===== src/rtl/p2s.sv =====
// rtl/p2s.sv - parallel-to-serial transmitter with one-word holding buffer
//
// Purpose:
//   Accepts WIDTH-bit words over a valid/ready handshake into a one-word holding
//   buffer. Shifts each word out one bit per enabled clock. When a word is
//   already held at the end of the current one, the next word follows with no
//   idle bit in between.
//
// Parameters:
//   WIDTH      word width in bits (>= 2)
//   MSB_FIRST  1: din_i[WIDTH-1] is sent first, 0: din_i[0] is sent first
//
// Ports:
//   clk_i          system clock, rising edge
//   rst_i          synchronous active-high reset
//   en_i           shift enable; one serial bit advances per enabled edge
//   din_i          parallel word to transmit
//   din_valid_i    din_i is valid this cycle
//   din_ready_o    holding buffer can accept a word (combinational)
//   dout_o         serial data (registered)
//   dout_valid_o   dout_o carries a data bit (registered)
//   frame_start_o  dout_o carries the first bit of a word (registered)
//   busy_o         shifting, or a word is waiting in the holding buffer

module p2s #(
  parameter int unsigned WIDTH     = 10,
  parameter bit          MSB_FIRST = 1'b1
) (
  input  logic             clk_i,
  input  logic             rst_i,
  input  logic             en_i,
  input  logic [WIDTH-1:0] din_i,
  input  logic             din_valid_i,
  output logic             din_ready_o,
  output logic             dout_o,
  output logic             dout_valid_o,
  output logic             frame_start_o,
  output logic             busy_o
);

  localparam int unsigned CW = (WIDTH > 1) ? $clog2(WIDTH) : 1;
  localparam logic [CW-1:0] LAST = CW'(WIDTH - 1);

  typedef enum logic {
    IDLE  = 1'b0,
    SHIFT = 1'b1
  } state_e;

  state_e           state_q, state_d;
  logic [WIDTH-1:0] hold_q, hold_d;
  logic             hold_full_q, hold_full_d;
  logic [WIDTH-1:0] shreg_q, shreg_d;
  logic [CW-1:0]    cnt_q, cnt_d;
  logic             dout_q, dout_d;
  logic             dout_valid_q, dout_valid_d;
  logic             frame_start_q, frame_start_d;

  logic             accept;

  // The shifter holds the bits still to be sent; the bit on dout_o has already
  // been taken out of it, so the next bit always sits at the outgoing end.
  function automatic logic first_bit(input logic [WIDTH-1:0] w);
    return MSB_FIRST ? w[WIDTH-1] : w[0];
  endfunction

  function automatic logic [WIDTH-1:0] shift_out(input logic [WIDTH-1:0] w);
    return MSB_FIRST ? {w[WIDTH-2:0], 1'b0} : {1'b0, w[WIDTH-1:1]};
  endfunction

  assign din_ready_o   = !hold_full_q && !rst_i;
  assign accept        = din_valid_i && din_ready_o;
  assign dout_o        = dout_q;
  assign dout_valid_o  = dout_valid_q;
  assign frame_start_o = frame_start_q;
  assign busy_o        = (state_q == SHIFT) || hold_full_q;

  always_comb begin
    state_d       = state_q;
    hold_d        = hold_q;
    hold_full_d   = hold_full_q;
    shreg_d       = shreg_q;
    cnt_d         = cnt_q;
    dout_d        = dout_q;
    dout_valid_d  = dout_valid_q;
    frame_start_d = frame_start_q;

    if (en_i) begin
      // A load happens both from IDLE and at the end of a word, which is what
      // makes consecutive words contiguous on the line.
      if (state_q == SHIFT && cnt_q < LAST) begin
        cnt_d         = cnt_q + CW'(1);
        dout_d        = first_bit(shreg_q);
        shreg_d       = shift_out(shreg_q);
        frame_start_d = 1'b0;
      end else if (hold_full_q) begin
        state_d       = SHIFT;
        cnt_d         = '0;
        dout_d        = first_bit(hold_q);
        shreg_d       = shift_out(hold_q);
        hold_full_d   = 1'b0;
        dout_valid_d  = 1'b1;
        frame_start_d = 1'b1;
      end else begin
        state_d       = IDLE;
        cnt_d         = '0;
        dout_d        = 1'b0;
        dout_valid_d  = 1'b0;
        frame_start_d = 1'b0;
      end
    end

    // accept requires an empty buffer, so it can never collide with the load
    // above, which requires a full one.
    if (accept) begin
      hold_d      = din_i;
      hold_full_d = 1'b1;
    end
  end

  always_ff @(posedge clk_i) begin
    if (rst_i) begin
      state_q       <= IDLE;
      hold_q        <= '0;
      hold_full_q   <= 1'b0;
      shreg_q       <= '0;
      cnt_q         <= '0;
      dout_q        <= 1'b0;
      dout_valid_q  <= 1'b0;
      frame_start_q <= 1'b0;
    end else begin
      state_q       <= state_d;
      hold_q        <= hold_d;
      hold_full_q   <= hold_full_d;
      shreg_q       <= shreg_d;
      cnt_q         <= cnt_d;
      dout_q        <= dout_d;
      dout_valid_q  <= dout_valid_d;
      frame_start_q <= frame_start_d;
    end
  end

endmodule


===== config.mk =====
export PLATFORM = sky130hd
export DESIGN_NAME = p2s
export DESIGN_NICKNAME = d
export VERILOG_FILES = /design/src/rtl/p2s.sv
export SDC_FILE = /design/constraint.sdc
export NUM_CORES = 1
export LEC_CHECK = 0
export BUFFER_PORTS_ARGS = -buffer_cell sky130_fd_sc_hd__buf_2
export CAP_MARGIN = 0
export CORE_MARGIN = 2
export CORE_UTILIZATION = 54
export CTS_CLUSTER_DIAMETER = 100
export DETAILED_ROUTE_END_ITERATION = 16
export PLACE_DENSITY = 0.84
export SYNTH_ARGS = -nofsm -noshare
export SYNTH_HDL_FRONTEND = slang
export SYNTH_SLANG_ARGS = --single-unit

===== constraint.sdc =====
create_clock -name clk_i -period 1.89 [get_ports clk_i]
set_input_delay 0.189 -clock clk_i [delete_from_list [all_inputs] [get_ports clk_i]]
set_output_delay 0.189 -clock clk_i [all_outputs]
set_load 0.01 [all_outputs]

* Yosys cells after proc, flatten, opt, wreduce, memory -nomap -nowiden
Index checks and enable logic that the tools add are counted.
Storage, ports and cells: bits in registers 28, bits in latches 0, bits in writable memories 0, ROM bits 0, input bits 14, output and inout port bits 5, memories 0
Cells by class: $add $sub $neg 1, $mul 0, div/mod/pow operators 0, order comparisons 1, equality and inequality tests 1, shift-type cells 0, muxes and demuxes 10, bitwise logic cells 1, reduce and logical (&&, ||, !) cells 11
Operators by type and width (count):
- 2-to-1 mux 10 bit | 2
- 2-to-1 mux 1 bit | 7
- AND reduction 2 bit | 3
- adder 4 x 1 -> 4 bit (second input constant) | 1
- < comparator 4 bit (second input constant) | 1
- 2-to-1 mux 4 bit | 1
- nonzero test 2 bit | 2
- logical AND 1 bit | 3
- zero test 1 bit | 2
- != test 2 bit (second input constant) | 1
- logical OR 1 bit | 1
- NOT 1 bit | 1

* Logic depth before layout (Yosys ltp)
Gate-level depths: netlist of run 1.
word-level depth 5, mapped depth 7

* Worst setup path before layout of run 1
Ideal clock, no wire load.
kind register to register, from register cnt_q[0], to register shreg_q[4], setup time 121 ps, arrival 1334 ps, setup slack 434 ps, cell stages (with the launch flop) 8, clock period less this slack 1456 ps, cells stage by stage dfxtp_1 -> inv_1 -> ha_1 -> nor2b_4 -> o21a_1 -> buf_2 -> nor3_1 -> nor4_2
On the way: longest elaborated chain between the ends 4, elaborated cells on any way between the ends 5
RTL lines:
- start, declared | line 53 | logic [CW-1:0] cnt_q, cnt_d;
- start signal, assigned | line 135 | cnt_q <= cnt_d;
- < comparator 4 bit * | line 90 | if (state_q == SHIFT && cnt_q < LAST) begin
- logical AND 1 bit * | line 90
- nonzero test 2 bit (no line)
- AND reduction 2 bit (no line)
- end signal, assigned | line 134 | shreg_q <= shreg_d;
- end, declared | line 52 | logic [WIDTH-1:0] shreg_q, shreg_d;
Every way passes the cells marked *; elsewhere a longest branch is shown, timed or not. A chain may end at the register's enable or synchronous reset.

* Worst setup path in the final report of run 1
from register cnt_q[0], to register dout_q (netlist: dout_o)
On the way: longest elaborated chain between the ends 3
RTL lines:
- < comparator 4 bit | line 90
- logical AND 1 bit | line 90
- 2-to-1 mux 1 bit | line 90
- end signal, assigned | line 136 | dout_q <= dout_d;
- end, declared | line 54 | logic dout_q, dout_d;
Every way passes these cells.

==> impl_metrics.ini, run 1 <==
[run_status]
status = finished, final reports clean

[clock_tree]
cts_hold_buf = 0
cts_htree_levels = 1
clk_pin_slew_ps = 150
clockRootBuffer = clkbuf_4
post_cts_resize_count = 0
cts_buffers = 3
cts_setup_buffers = 0
cts_sinks = 27
clk_path_buf_depth = 2
cts_tree = done
clkLatencyLatePin_ps = 330

[routing]
viasPerCell = 5.49
num_vias = 1015
drt_iter0_markers = 34
routedWlPerCell_um = 12.1
drt_wl_total_mm = 2.25
drcViolationCount = 0
drtPass1Iterations = 4
ant_nets = 0

[timing]
fin_crit_sh_pct = 91.7
slew_violations = 0
fin_crit_ps = 1730
rsz0062_at_grt = false
finClkSkew_ps = 8.21
finalSetupViolCount = 0
fin_tns_setup_ps = 0
max_freq_mhz = 577
slew_headroom_pct = 62.7
hold_viol = 0
worst_pin_slew_ps = 559

[logic_synthesis]
ys_ff_latch = 27
synthTopCellsByCount = nand2_1 (29), dfxtp_1 (27), nor3_1 (17)
synth_edf_count = 0
synth_top_area_cell = dfxtp_1
synthCells = 147
synth_warnings = 0
synth_top_area_share_pct = 45.5
synth.distinct_cells = 32
syn-cell-area_sq_mm = 0.00119
synth_area_leaders = dfxtp_1 (45%), nand2_1 (9.2%), nor3_1 (7.2%), o21ai_0 (5.1%), nor2_1 (3.2%)
synth_flop_cell = dfxtp_1
syn_nets = 163
yosysMostFrequentCell = nand2_1
postSynthAreaPerCell_sq_um = 8.09
async_reset_ff_share_pct = 0
seq_area_frac_synth_pct = 45.5

[critical_path]
crit_start = cnt_q[0]
worst_setup_path_start_kind = flop
r2r_cells = 6
arrival_ps = 1980
crit_fanout = 13
r2r-start = cnt_q[0]
path_class = reg -> reg
worstSetupEndpointType = flop
cp.required_ps = 2140

[cells_and_area]
design_area_sq_mm = 0.00128
nets = 175
antenna_cells = 0
drive_gt1_share_pct = 20.3
synthToLayoutAreaGrowth_pct = 7.89

[placement]
place_area_sq_mm = 0.00125
port_buffers = 18
gp_congestion = 0.730
hpwl_mm = 1.57

[global_route]
grt_pass1_vias = 907
grt_overflow = 0
grt_antenna_before_repair = 0
track_usage_pct = 19.6
grt_pass1_wl_mm = 3.84
grt_max_degree = 22

[floorplan]
core-area_sq_mm = 0.00202
dieArea_sq_mm = 0.00259
rows = 16
pin_count = 19
initial_core_util_pct = 58.8
die_x_um = 50.9
dieHeight_um = 50.9

[worst_hold_path]
hold_path_class = in -> reg
whs_path_depth = 3
min_from = din_i[1]

[power_and_ir_drop]
total_power_uw = 1010
irDropWorstVdd_mv = 0.540
power.density_mw_per_mm2 = 788
leakage_uw = 0.000486

[job]
maxCapViolCount = 0
worst max-delay path: stages, from the launching register on:
cell      delay [ps]
dfxtp_1          400
inv_1             80
ha_1             210
nor2b_4          130
o21ai_2          410
nand3_1          130
a311oi_1         290
area by class of cell:
| cell class | instances | area (sq um) |
|---|---|---|
| fillers | 177 | 739 |
| multi-input cells | 104 | 569 |
| flip-flops and latches | 27 | 541 |
| repair buffers | 18 | 90.1 |
| well taps | 27 | 33.8 |
| clock buffers | 3 | 22.5 |
| inverters | 5 | 18.8 |
| clock inverters | 1 | 7.51 |
per-layer routing:
layer / routed length (um) / share of wire [%] / track usage, %
met5: 0 / 0 / 0
met4: 44 / 2.0 / 9.01
met3: 104 / 4.6 / 4.97
met2: 1060 / 47 / 32.7
met1: 1030 / 46 / 23.4
cell families (layout without fill, tap and decap cells):
family | after synthesis | in the layout | synth area share, %
DFF | 27 | 27 | 45.5
AOI/OAI and AO/OA | 24 | 24 | 12.1
and+or+nand+nor | 78 | 78 | 33.7
buffers and inverters | 16 | 27 | 6.63
adders and majority gates | 2 | 2 | 2.10
flip-flops by register name, summed over array words and instances (netlist names):
| register | count |
|---|---|
| cnt_q | 4 |
| dout_o | 1 |
| dout_valid_o | 1 |
| frame_start_o | 1 |
| hold_full_q | 1 |
| hold_q | 10 |
| shreg_q | 9 |
path summary, 6_finish.rpt:
path,end,slack (ps)
worst max register to register,dout_o,160
worst max-delay path,dout_o,160
worst min register to register,frame_start_o,470
worst min-delay path,hold_q[1],40
per-stage QoR:
stage | hold slack (ps) | setup slack [ps] | cells | util (%)
floorplan | 298 | 434 | 147 | -
global route | 19.6 | 2.51 | 185 | 63.4
CTS | 38.7 | 144 | 185 | 63.4
finish | 40.0 | 156 | 185 | 63.4
detailed placement | 387 | 171 | 181 | 61.9
global placement | 381 | 277 | 181 | 61.9
power breakdown:
group / leakage (uW) / internal [uW] / switching (uW) / total [uW]
Clock: 0.0000139 / 81.1 / 172 / 253
Combinational: 0.000251 / 52.8 / 75.7 / 128
Sequential: 0.000221 / 606 / 23.5 / 629
cell usage in the layout, fill, tap and decap left out, types with 2 or more instances in the layout:
master and n:
nand2_1 29, dfxtp_1 27, buf_2 18, nor3_1 17, o21ai_0 12, nor2_1 10
nand3_1 6, a21oi_1 5, nor4_1 5, inv_1 4, nor4_2 3, clkbuf_4 3
ha_1 2
Note: power is estimated with default switching activity, not from simulation.
==> inputs of run 2 (changes only) <==
Settings changed: CORE_MARGIN 2 to default.
==> run 2 against run 1 <==
  * Clock power about the same
  * Sequential cell count unchanged
  * Final cell count unchanged
  * Total power down 0.29%
  * Largest cell class unchanged
==> impl_metrics.ini, run 2 (same netlist as run 1, synthesis figures left out) <==
[power_and_ir_drop]
power.density_mw_per_mm2 = 786
total_power_uw = 1010
irDropWorstVdd_mv = 0.447
leakage_uw = 0.000486

[clock_tree]
post_cts_resize_count = 0
clk_pin_slew_ps = 140
cts_htree_levels = 1
clockRootBuffer = clkbuf_4
clkLatencyLatePin_ps = 320
cts_tree = done
cts_hold_buf = 0
cts_buffers = 3
cts_sinks = 27
clk_path_buf_depth = 2
cts_setup_buffers = 0

[floorplan]
dieHeight_um = 48.9
dieArea_sq_mm = 0.00239
core-area_sq_mm = 0.00202
die_x_um = 48.9
rows = 16
pin_count = 19
initial_core_util_pct = 58.8

[timing]
finClkSkew_ps = 5.35
max_freq_mhz = 571
finalSetupViolCount = 0
rsz0062_at_grt = false
fin_crit_sh_pct = 92.7
fin_tns_setup_ps = 0
slew_violations = 0
fin_crit_ps = 1750
hold_viol = 0
worst_pin_slew_ps = 554
slew_headroom_pct = 63.1

[critical_path]
worstSetupEndpointType = flop
r2r-start = cnt_q[0]
arrival_ps = 1990
cp.required_ps = 2130
path_class = reg -> reg
r2r_slack_ps = 140
r2r_cells = 6
crit_fanout = 13
worst_setup_path_start_kind = flop
reg2reg_to = dout_o
crit_end = dout_o
crit_start = cnt_q[0]

[cells_and_area]
final_common_cell = nand2_1
antenna_cells = 0
design_area_sq_mm = 0.00128
final_cell_mix = nand2_1 (29), dfxtp_1 (27), buf_2 (18)
reg.largest.list = hold_q x10, shreg_q x9, cnt_q x4
drive_gt1_share_pct = 20.3
synthToLayoutAreaGrowth_pct = 7.89
regMostFlops = hold_q
nets = 175
largest_reg_flops = 10

[worst_hold_path]
hold_path_class = in -> reg

[routing]
drt_iter0_markers = 32
viasPerCell = 5.53
routedWlPerCell_um = 11.8
ant_nets = 0
drt_wl_total_mm = 2.18
drcViolationCount = 0
drtPass1Iterations = 4
num_vias = 1023

[placement]
place_area_sq_mm = 0.00125
port_buffers = 18
hpwl_mm = 1.59
gp_congestion = 0.742

[global_route]
grt_antenna_before_repair = 0
grt_pass1_vias = 957
grt_overflow = 0
grt_pass1_wl_mm = 3.97
grt_max_degree = 22
track_usage_pct = 21.7

[job]
maxCapViolCount = 0

[run_status]
status = finished, final reports clean
[run 2: worst min-delay path by stage]
stage	startpoint	to	slack, ps	depth (start not counted)
floorplan	din_i[0]	hold_q[0]	300	2
global placement	din_i[2]	hold_q[2]	380	3
detailed placement	din_i[2]	hold_q[2]	390	3
CTS	din_i[9]	hold_q[9]	30	3
global route	din_i[7]	hold_q[7]	50	3
finish	din_i[9]	hold_q[9]	40	3
[run 2: area by class of cell]
type                       count  area, sq um
clock buffer                   3         22.5
clock inverter                 1         7.51
fill                         183          739
inverter                       5         18.8
multi-input combinational    104          569
sequential                    27          541
tap                           27         33.8
timing repair buffer          18         90.1
[run 2: power breakdown]
group,total (uW),switching [uW],internal [uW]
clock network,250,170,81.0
registers,629,23.1,606
logic,128,75.5,52.8
total,1010,268,740
[run 2: critical path, stage by stage (launching register included)]
cell and delay (ps):
dfxtp_1 400, inv_1 80, ha_1 220, nor2b_4 140
o21ai_2 410, nand3_1 130, a311oi_1 290
[run 2: per-layer routing]
layer,track usage (%),vias up,share of wire [%]
met5,0,-,0
met4,10.3,0,1.3
met2,37.7,25,50
li1,-,528,-
met3,3.74,4,3.8
met1,25.8,466,45
[run 2: metrics by stage]
stage          util (%)  worst slack [ps]  hold WS, ps  instances
2_1_floorplan         -               434          298        147
3_3_place_gp       61.9               278          381        181
3_5_place_dp       61.9               153          388        181
4_1_cts            63.4               135         32.8        185
5_1_grt            63.4              40.3         49.1        185
6_report           63.4               138         42.2        185
